**src/rtl/reg_list_sequencer.sv**
```systemverilog
// reg_list_sequencer: expands PUSH/POP/STMIA/LDMIA register lists into per-register
// transfer micro-ops plus an optional base-writeback micro-op.  Rev 1.0
`default_nettype none

module reg_list_sequencer (
    input  logic        clk_i,
    input  logic        reset_i,
    input  logic        start_i,
    input  logic [1:0]  op_i,
    input  logic [8:0]  reg_list_i,
    input  logic [3:0]  base_reg_i,
    input  logic        hold_i,
    input  logic        flush_i,
    output logic        busy_o,
    output logic        stall_pipeline_o,
    output logic        uop_valid_o,
    output logic        uop_load_o,
    output logic [3:0]  uop_reg_addr_o,
    output logic [3:0]  uop_base_addr_o,
    output logic [31:0] uop_offset_o,
    output logic        wb_valid_o,
    output logic [31:0] wb_imm_o,
    output logic        done_o
);

    localparam logic [1:0] OP_PUSH  = 2'b00;
    localparam logic [1:0] OP_POP   = 2'b01;
    localparam logic [1:0] OP_LDMIA = 2'b11;
    localparam logic [3:0] SP_REG   = 4'd13;
    localparam logic [3:0] IDX_MAX  = 4'd9;

    typedef enum logic [1:0] {
        IDLE = 2'b00,
        XFER = 2'b01,
        WB   = 2'b10
    } state_t;

    state_t      state, state_n;
    logic [1:0]  op, op_n;
    logic [8:0]  remaining, remaining_n;
    logic [3:0]  idx, idx_n;
    logic [3:0]  count, count_n;
    logic [3:0]  base, base_n;
    logic        skip_wb, skip_wb_n;
    logic        done, done_n;

    logic [8:0]  eff_list;
    logic        is_stack_op;
    logic        accept;
    logic        last_xfer;
    logic [3:0]  low_bit;
    logic [31:0] idx_bytes;
    logic [31:0] count_bytes;

    function automatic logic [3:0] popcount9(input logic [8:0] v);
        logic [3:0] c;
        c = 4'd0;
        for (int i = 0; i < 9; i++) begin
            c = c + {3'b000, v[i]};
        end
        return c;
    endfunction

    // Bit 8 (lr/pc) only exists for the stack forms.
    assign is_stack_op = (op_i == OP_PUSH) || (op_i == OP_POP);
    assign eff_list    = is_stack_op ? reg_list_i : {1'b0, reg_list_i[7:0]};
    assign accept      = (state == IDLE) && start_i && !hold_i && !flush_i;
    assign last_xfer   = ((remaining & (remaining - 9'd1)) == 9'd0);

    always_comb begin
        low_bit = 4'd0;
        for (int i = 8; i >= 0; i--) begin
            if (remaining[i]) begin
                low_bit = 4'(i);
            end
        end
    end

    assign idx_bytes   = {26'd0, idx, 2'b00};
    assign count_bytes = {26'd0, count, 2'b00};

    always_ff @(posedge clk_i or negedge reset_i) begin
        if (!reset_i) begin
            state     <= IDLE;
            op        <= 2'b00;
            remaining <= 9'd0;
            idx       <= 4'd0;
            count     <= 4'd0;
            base      <= 4'd0;
            skip_wb   <= 1'b0;
            done      <= 1'b0;
        end else begin
            state     <= state_n;
            op        <= op_n;
            remaining <= remaining_n;
            idx       <= idx_n;
            count     <= count_n;
            base      <= base_n;
            skip_wb   <= skip_wb_n;
            done      <= done_n;
        end
    end

    always_comb begin
        state_n     = state;
        op_n        = op;
        remaining_n = remaining;
        idx_n       = idx;
        count_n     = count;
        base_n      = base;
        skip_wb_n   = skip_wb;
        done_n      = 1'b0;

        if (flush_i) begin
            state_n     = IDLE;
            remaining_n = 9'd0;
        end else if (!hold_i) begin
            case (state)
                IDLE: begin
                    if (start_i) begin
                        if (eff_list == 9'd0) begin
                            done_n = 1'b1;
                        end else begin
                            state_n     = XFER;
                            op_n        = op_i;
                            remaining_n = eff_list;
                            idx_n       = 4'd0;
                            count_n     = popcount9(eff_list);
                            base_n      = is_stack_op ? SP_REG : base_reg_i;
                            // LDMIA that reloads its own base must not overwrite it afterwards.
                            skip_wb_n   = (op_i == OP_LDMIA) && !base_reg_i[3] &&
                                          reg_list_i[base_reg_i[2:0]];
                        end
                    end
                end
                XFER: begin
                    remaining_n = remaining & (remaining - 9'd1);
                    idx_n       = (idx == IDX_MAX) ? IDX_MAX : idx + 4'd1;
                    if (last_xfer) begin
                        if (skip_wb) begin
                            state_n = IDLE;
                            done_n  = 1'b1;
                        end else begin
                            state_n = WB;
                        end
                    end
                end
                WB: begin
                    state_n = IDLE;
                    done_n  = 1'b1;
                end
                default: begin
                    state_n = IDLE;
                end
            endcase
        end
    end

    always_comb begin
        busy_o           = (state != IDLE);
        uop_valid_o      = (state == XFER);
        wb_valid_o       = (state == WB);
        done_o           = done;
        uop_base_addr_o  = base;
        stall_pipeline_o = (accept && (eff_list != 9'd0)) || (state == XFER) ||
                           ((state == WB) && hold_i);
        uop_load_o       = 1'b0;
        uop_reg_addr_o   = 4'd0;
        uop_offset_o     = 32'h0;
        wb_imm_o         = 32'h0;
        if (state == XFER) begin
            uop_load_o     = op[0];
            uop_reg_addr_o = (low_bit == 4'd8) ? ((op == OP_POP) ? 4'd15 : 4'd14) : low_bit;
            uop_offset_o   = (op == OP_PUSH) ? (idx_bytes - count_bytes) : idx_bytes;
        end
        if (state == WB) begin
            wb_imm_o = (op == OP_PUSH) ? (32'h0 - count_bytes) : count_bytes;
        end
    end

endmodule

`default_nettype wire

```
**config.mk**
```make
export PLATFORM = sky130hd
export DESIGN_NAME = reg_list_sequencer
export DESIGN_NICKNAME = d
export VERILOG_FILES = /design/src/rtl/reg_list_sequencer.sv
export SDC_FILE = /design/constraint.sdc
export NUM_CORES = 1
export LEC_CHECK = 0
export CORE_UTILIZATION = 48
export CTS_CLUSTER_DIAMETER = 200
export DETAILED_ROUTE_END_ITERATION = 12
export PLACE_DENSITY = 0.93
export SLEW_MARGIN = 40
export SYNTH_ARGS = -nofsm -noshare
export SYNTH_HDL_FRONTEND = slang
export SYNTH_SLANG_ARGS = --single-unit
```
**constraint.sdc**
```tcl
create_clock -name clk_i -period 7.1 [get_ports clk_i]
set_input_delay 2.13 -clock clk_i [delete_from_list [all_inputs] [get_ports clk_i]]
set_output_delay 2.13 -clock clk_i [all_outputs]
set_load 0.01 [all_outputs]
```
* Yosys cells after proc, flatten, opt, wreduce, memory -nomap -nowiden *
Index checks and enable logic that the tools add are counted.
W data, S select, Z words.

storage, ports and cells
  output and inout port bits = 78
  logic and storage cells = 108
  register bits = 27
  bits of input ports = 20

cells by class
  reduce and logical (&&, ||, !) cells = 26
  multiplexer cells = 44
  bitwise operators = 4
  equality and inequality tests = 13
  $add $sub $neg = 12
  $lt $le $gt $ge = 1

operators with widths
  kind                   number
  $mux W32               4
  $mux W4                15
  $mux W9                5
  $add A4 B1 Y4          5
  $logic_not A9 Y1       2
  $pmux W9 S2            1
  $mux W2                6
  $reduce_and A5 Y1      2
  $and A9 B9 Y9          1
  $mux W1                9
  $reduce_bool A9 Y1     1
  $sub A9 B1 Y9 const B  1
  $eq A4 B4 Y1 const B   2
  $pmux W4 S2            1
  $reduce_and A4 Y1      2
  $logic_and A1 B1 Y1    7
  $sub A1 B6 Y7 const A  1
  $sub A6 B6 Y7          1
  $eq A2 B1 Y1 const B   3
  $logic_not A2 Y1       3
  $ne A3 B3 Y1 const B   2
  $lt A3 B5 Y1 const B   1
  $add A3 B1 Y4          1
  $add A4 B1 Y4 const B  1
  other kinds (14)       23

* Logic depth before layout (Yosys ltp) *
Gate-level depths: netlist (run 1).

  depth after elaboration = 12
  mapped depth = 11
  gate-level depth less buffers = 11

* Least setup slack after synthesis (run 1) *
OpenSTA, ideal clock, no wires.

  path type = register to output
  start point = reg idx[0]
  end point = out uop_offset_o[10]
  path buffers = 1
  data required time = 4.970 ns
  cell stages (with the launch flop) = 8
  path slack = 1.274 ns
  arrival = 3.696 ns
  cells stage by stage = dfrtp_1 > inv_1 > ha_1 > fa_1 > nor2b_1 > o21ai_0 > nor4b_1 > buf_4

between the ends
  word-level cells in the longest chain between the ends = 3

ends and longest elaborated chain
  element                 RTL line  RTL
  start, declared         41        logic [3:0] idx, idx_n;
  start signal, assigned  96        idx <= idx_n;
  $sub A6 B6 Y7           174       uop_offset_o = (op == OP_PUSH) ? (idx_bytes - count_bytes) : idx_bytes;
  $mux W32                174
  $mux W32                171       if (state == XFER) begin
  end, declared           20        output logic [31:0] uop_offset_o,

Every way passes these cells.

* Worst setup path after layout (run 1) *
  start point = in reg_list_i[0]
  end point = out stall_pipeline_o

between the ends
  word-level cells in the longest chain between the ends = 5

ends and longest elaborated chain
  element                           RTL line  RTL
  start, declared                   10        input logic [8:0] reg_list_i,
  $mux W9                           66        assign eff_list = is_stack_op ? reg_list_i : {1'b0, reg_list_i[7:0]};
  $reduce_bool A9 Y1                165       stall_pipeline_o = (accept && (eff_list != 9'd0)) || (state == XFER) ||
  $logic_and A1 B1 Y1               165
  $logic_or A1 B1 Y1 (2 in series)  165
  end, declared                     15        output logic stall_pipeline_o,

Every way passes these cells.

==> results.md, run 1 <==
* CP startpoint kind: input port
* Drt pass-1 iters at 5
* Final setup vio count at 0
* Primary FF master, synth: dfrtp_1
* Worst Path Required at 4970 ps
* Synthesized flop and latch total at 27
* Final WS setup at 475 ps
* Pins over their slew limit at 0
* Layout cell share with drive strength beyond 1 at 7.40%
* Buf/Inv on CP at 3
* XOR/XNOR Fraction of Synth Area at 1.41%
* Tot GR Track Use at 22.1%
* Initial Util at 51.2%
* Mean Syn Cell Area at 8.33 um^2
* Worst VDD drop at 118 uV
* Vias in the first global route at 2014
* Final period utilization at 93.3%
* RSZ-0062 raised after global routing: no
* Post-Syn Instances at 298
* Arr. time, crit path at 4490 ps
* Fmax at 0.151 GHz
* Iteration-0 DRC Markers at 204
* Postcts setup bufs at 0
* Crit path capture type: primary output
* Area grow syn2layout at 28.0%
* CTS Buffer Depth at 2
* Clk_lat worst skew at 270 ps
* Seq/Total Area, Yosys at 27.2%
* Post-synth EDFFs at 0
* Final Hold Fails at 0
* TritonCTS clock tree: done
* I/O Buffers at 93
* Ports at 98
* Max cap viols at 0
* Largest family of logic cells by synthesized area: buffers and inverters
* Status: completed
* GPL Wtd Cong at 0.890
* Fill cells at 368
* Pleak at 1.29 nW
* CTS Buf Count at 3
* Placeable core area at 4850 um^2
* # diodes at 0
* Area of the multi-input gates at 1300 um^2
* Die Y at 73.9 um
* Ys async rst share at 100%
* Multiplexer share of the synthesized area at 3.53%
* Crit-path leading delay family: buffers and inverters
* Die area at 5470 um^2
* Post-layout net count at 375
* HP Class: register to register
* CTS resizes at 0
* Vias at 2175
* Worst slew pin tran at 607 ps
* Crit path time final at 6620 ps
* YS warnings at 0
* Vias per inst at 5.37
* Pre-CTS setup slack at 523 ps
* Most frequent cells in the layout: clkdlybuf4s50_1, inv_1, dfrtp_1
* Relative slew margins at 59.2%
* Die W at 73.9 um
* Post-Synth Simple-Gate Area at 19.9%
* Pin count of the biggest net entering global routing at 28
* Register area at 676 um^2
* Most common cell after layout, fill and taps aside: clkdlybuf4s50_1
* GRT overflow at 0
* Worst-path cell chain: clkdlybuf4s50_1, inv_1, ha_1, or3b_2, nor3_2, nor3_2, a211o_1, clkdlybuf4s50_1
* # hold bufs at CTS at 0
* Placed wire-length estimate at 4770 um
* Setup TNS at 0 ps
* Synth area leader: dfrtp_1
* Clock Sinks at 27
* First-pass GRT wire length at 9490 um
* Netlist Area Pre-Place at 2480 um^2
* Synth top area cells: dfrtp_1, buf_4, ha_1, fa_1, inv_1
* CTS H-tree lvls at 1
* Synth Area in Compound Gates at 15.2%
* Pwr Density at 167 nW/um^2
* Post-route ant nets at 0
* Yosys top cell area share at 27.2%
* Clock-pin slew on the worst setup and hold paths at 90 ps
* Worst Path Max Fanout at 4
* Slowest CP cell: clkdlybuf4s50_1
* Synth Area in Adders at 10.3%
* Setup CP Type: input port to primary output
* Clk root buf: clkbuf_8
* DRC at 0
* Wire length per cell at 14.9 um
* Post-Route WL at 6030 um
* Critical path's largest stage delay at 480 ps
* Initial antenna violation count at 0
* Pwr Total at 0.529 mW
* FP Rows at 25
* Clock skew at 5.39 ps
* Post-synthesis cell type count at 52
-- per-stage QoR --
step | hold slack, ps | util, % | instance area [um^2] | instances
2_1_floorplan | 505 | - | 2490 | 301
3_3_place_gp | 525 | 64.0 | 3100 | 400
3_5_place_dp | 538 | 64.3 | 3120 | 400
4_1_cts | 553 | 65.2 | 3160 | 404
5_1_grt | 570 | 65.5 | 3180 | 405
6_report | 550 | 65.5 | 3180 | 405
-- cell usage after synthesis (all sizes together) (2+ instances only) --
| master | n |
|---|---|
| a2111oi | 2 |
| a211oi | 3 |
| a21o | 2 |
| a21oi | 19 |
| a31oi | 3 |
| and2 | 2 |
| buf | 56 |
| clkbuf | 8 |
| dfrtp | 27 |
| fa | 6 |
| ha | 10 |
| inv | 28 |
| mux2 | 2 |
| mux2i | 2 |
| mux4 | 2 |
| nand2 | 23 |
| nand2b | 5 |
| nand3 | 10 |
| nand3b | 4 |
| nand4 | 3 |
| nor2 | 20 |
| nor2b | 5 |
| nor3 | 6 |
| nor4 | 2 |
| nor4b | 2 |
| o21ai | 13 |
| o31ai | 5 |
| o32ai | 2 |
| or2 | 2 |
| or3 | 3 |
| or4 | 5 |
| xnor2 | 3 |
-- where the power goes --
part / internal, mW / total, mW / leakage (nW) / switching [mW]
Clock: 0.0402 / 0.0874 / 0.0228 / 0.0473
Sequential: 0.175 / 0.202 / 0.348 / 0.0278
Combinational: 0.117 / 0.240 / 0.918 / 0.123
-- worst reg2reg max path, delay by kind of cell, from the launching register on --
family,cells,cell delay (ps)
and+or+nand+nor,3,1030
AOI/OAI and AO/OA,2,570
DFF,1,470
-- final timing paths --
path	from	endpoint	slack, ps	depth (start not counted)
worst min-delay path	uop_base_addr_o[1]	uop_base_addr_o[1]	550	2
min in group asynchronous	reset_i	remaining[2]	2220	2
worst max register to register	remaining[0]	done_o	4950	5
max in group asynchronous	reset_i	idx[1]	4610	2
worst min register to register	uop_base_addr_o[1]	uop_base_addr_o[1]	550	2
worst max-delay path	reg_list_i[0]	stall_pipeline_o	480	8
-- flip-flops by register name, summed over array words and instances (netlist names) --
| name | cells |
|---|---|
| remaining | 9 |
| count | 4 |
| idx | 4 |
| uop_base_addr_o | 4 |
| op | 2 |
| state | 2 |
| done_o | 1 |
| skip_wb | 1 |
-- logic make-up (layout without fill, tap and decap cells) --
kind of cell             Yosys count  count (layout)
flip-flops                        27              27
multiplexers                       6               6
other                              1               4
XOR/XNOR                           4               4
buffers and inverters             93             130
AO/OA/AOI/OAI                     57              57
adder cells (fa/ha/maj)           17              17
AND/OR/NAND/NOR                   93              93
-- final cells by class --
cell class | instances | share of cell area (%)
multi-input combinational | 181 | 40.9
timing repair buffer | 97 | 30.4
sequential | 27 | 21.3
inverter | 29 | 3.43
tap | 67 | 2.64
clock buffer | 4 | 1.42
-- layer usage --
layer	part of all wire [%]	GRT usage [%]	up-vias
li1	-	-	1035
met1	41	29.3	1024
met2	51	38.1	104
met3	6.3	2.44	12
met4	1.6	6.20	0
met5	0	0	-
(Power assumes the default switching activity.)
==> inputs of run 2 (changes only) <==
--- a/config.mk
+++ b/config.mk
@@ -8,6 +8,7 @@
 export CORE_UTILIZATION = 48
 export CTS_CLUSTER_DIAMETER = 200
 export DETAILED_ROUTE_END_ITERATION = 12
+export HOLD_SLACK_MARGIN = 0.08
 export PLACE_DENSITY = 0.93
 export SLEW_MARGIN = 40
 export SYNTH_ARGS = -nofsm -noshare
==> constraint.sdc (replaced) <==
create_clock -name clk_i -period 8.3 [get_ports clk_i]
set_input_delay 2.49 -clock clk_i [delete_from_list [all_inputs] [get_ports clk_i]]
set_output_delay 2.49 -clock clk_i [all_outputs]
set_load 0.01 [all_outputs]
==> results.md, run 2 (synthesis gave the netlist of run 1 again) <==
* Pleak at 1.28 nW (-0.28%)
* CP startpoint kind: input port
* Vias per inst at 5.59 (+4.0%)
* Placeable core area at 4850 um^2 (unchanged)
* CTS Buf Count at 3 (unchanged)
* Vias in the first global route at 2117 (+5.1%)
* R2r endpoint: done_o
* CTS Buffer Depth at 2 (unchanged)
* Die area at 5470 um^2 (unchanged)
* Clk_lat worst skew at 290 ps (+20 ps)
* CTS H-tree lvls at 1 (unchanged)
* Vias at 2262 (+4.0%)
* GRT overflow at 0 (unchanged)
* Drt pass-1 iters at 5 (unchanged)
* Iteration-0 DRC Markers at 202 (-0.98%)
* Most common cell after layout, fill and taps aside: clkdlybuf4s50_1
* Placed cell count at 400 (unchanged)
* Initial antenna violation count at 0 (unchanged)
* I/O Buffers at 93 (unchanged)
* Wire length per cell at 16.0 um (+7.5%)
* Setup TNS at 0 ps (unchanged)
* Worst slew pin tran at 721 ps (+114 ps)
* Tot GR Track Use at 23.9% (+1.8 points)
* Crit path capture type: primary output
* TritonCTS clock tree: done
* Crit path launch: reg_list_i[0]
* Layout cell share with drive strength beyond 1 at 7.69% (+0.30 points)
* Cells on Worst Hold Path at 2 (unchanged)
* Placed wire-length estimate at 4820 um (+1.1%)
* Fmax at 0.132 GHz
* Clock-pin slew on the worst setup and hold paths at 110 ps (+20 ps)
* Clock skew at 6.19 ps (+0.804 ps)
* Worst VDD drop at 106 uV (-10%)
* FP Rows at 25 (unchanged)
* Max cap viols at 0 (unchanged)
* Crit path time final at 7600 ps
* Flop-to-flop setup slack at 6130 ps (+1180 ps)
* Die Y at 73.9 um (unchanged)
* CTS resizes at 0 (unchanged)
* Post-Layout Cell Count at 405 (unchanged)
* Ports at 98 (unchanged)
* Setup CP Type: input port to primary output
* Pin count of the biggest net entering global routing at 28 (unchanged)
* Status: completed
* First-pass GRT wire length at 10100 um (+6.2%)
* Reg2reg start: remaining[0]
* Pwr Total at 0.463 mW (-13%)
* Worst Path Required at 5810 ps (+840 ps)
* DRC at 0 (unchanged)
* Clk root buf: clkbuf_8
* Reg2reg path depth at 5 (unchanged)
* # hold bufs at CTS at 0 (unchanged)
* Die W at 73.9 um (unchanged)
* Final period utilization at 91.6%
* Area grow syn2layout at 28.2%
* Post-route ant nets at 0 (unchanged)
* HP Class: register to register
* GPL Wtd Cong at 0.877 (-1.5%)
* Max reg flops at 9 (unchanged)
* # diodes at 0 (unchanged)
* Postcts setup bufs at 0 (unchanged)
* Final Hold Fails at 0 (unchanged)
* RSZ-0062 raised after global routing: no
* Post-Route WL at 6480 um (+7.5%)
* Final setup vio count at 0 (unchanged)
* Final hold slack at 555 ps (+5.37 ps)
* Hold Path Origin: uop_base_addr_o[1]
* Initial Util at 51.2% (unchanged)
* Worst Path Max Fanout at 21 (+17)
* Post-layout net count at 375 (unchanged)
* Util after Layout at 65.7% (+0.13 points)
* Most frequent cells in the layout: clkdlybuf4s50_1, inv_1, dfrtp_1
* Register with the most flip-flops: remaining
* Hold EP: uop_base_addr_o[1]
* Pwr Density at 145 nW/um^2 (-13%)
* Pins over their slew limit at 0 (unchanged)
* Arr. time, crit path at 5110 ps (+620 ps)
* Relative slew margins at 51.8% (-7.4 points)
* Clock Sinks at 27 (unchanged)
## run 2: power breakdown
part           switching, mW  internal, mW  total [mW]
clock                 0.0475        0.0343      0.0818
combinational          0.109        0.0997       0.208
sequential            0.0236         0.149       0.173
total                  0.180         0.283       0.463
## run 2: per-stage QoR
stage | cell area, um^2 | setup WS [ps]
detailed placement | 3120 | 758
CTS | 3170 | 753
floorplan | 2490 | 1920
global placement | 3100 | 662
finish | 3180 | 698
global route | 3180 | 591
## run 2: worst max-delay path by stage
stage                     cells past startpoint                to  slack, ps
after detailed placement                      8  stall_pipeline_o        760
after global placement                        8  stall_pipeline_o        660
after CTS                                     8  stall_pipeline_o        750
final                                         8  stall_pipeline_o        700
after global routing                          8  stall_pipeline_o        590
after floorplan                               7  stall_pipeline_o       1920
## run 2: per-layer routing
| metal | vias up | wire [um] | track usage (%) |
|---|---|---|---|
| met3 | 24 | 428 | 2.03 |
| met4 | 0 | 208 | 9.83 |
| met5 | - | 0 | 0 |
| li1 | 1034 | - | - |
| met1 | 1064 | 2520 | 30.3 |
| met2 | 140 | 3330 | 42.0 |
## run 2: worst max-delay path: stages
cell             delay [ps]
clkdlybuf4s50_1         470
inv_1                   110
ha_1                    160
or3b_2                  470
nor3_2                  370
nor3_4                  210
a211o_1                 340
clkdlybuf4s50_1         490
## run 2: area by class of cell
| cell class | count | area [um^2] |
|---|---|---|
| fill | 387 | 1660 |
| multi-input combinational | 181 | 1310 |
| timing repair buffer | 97 | 961 |
| sequential | 27 | 676 |
| inverter | 29 | 109 |
| tap | 67 | 83.8 |
| clock buffer | 3 | 41.3 |
| clock inverter | 1 | 7.51 |
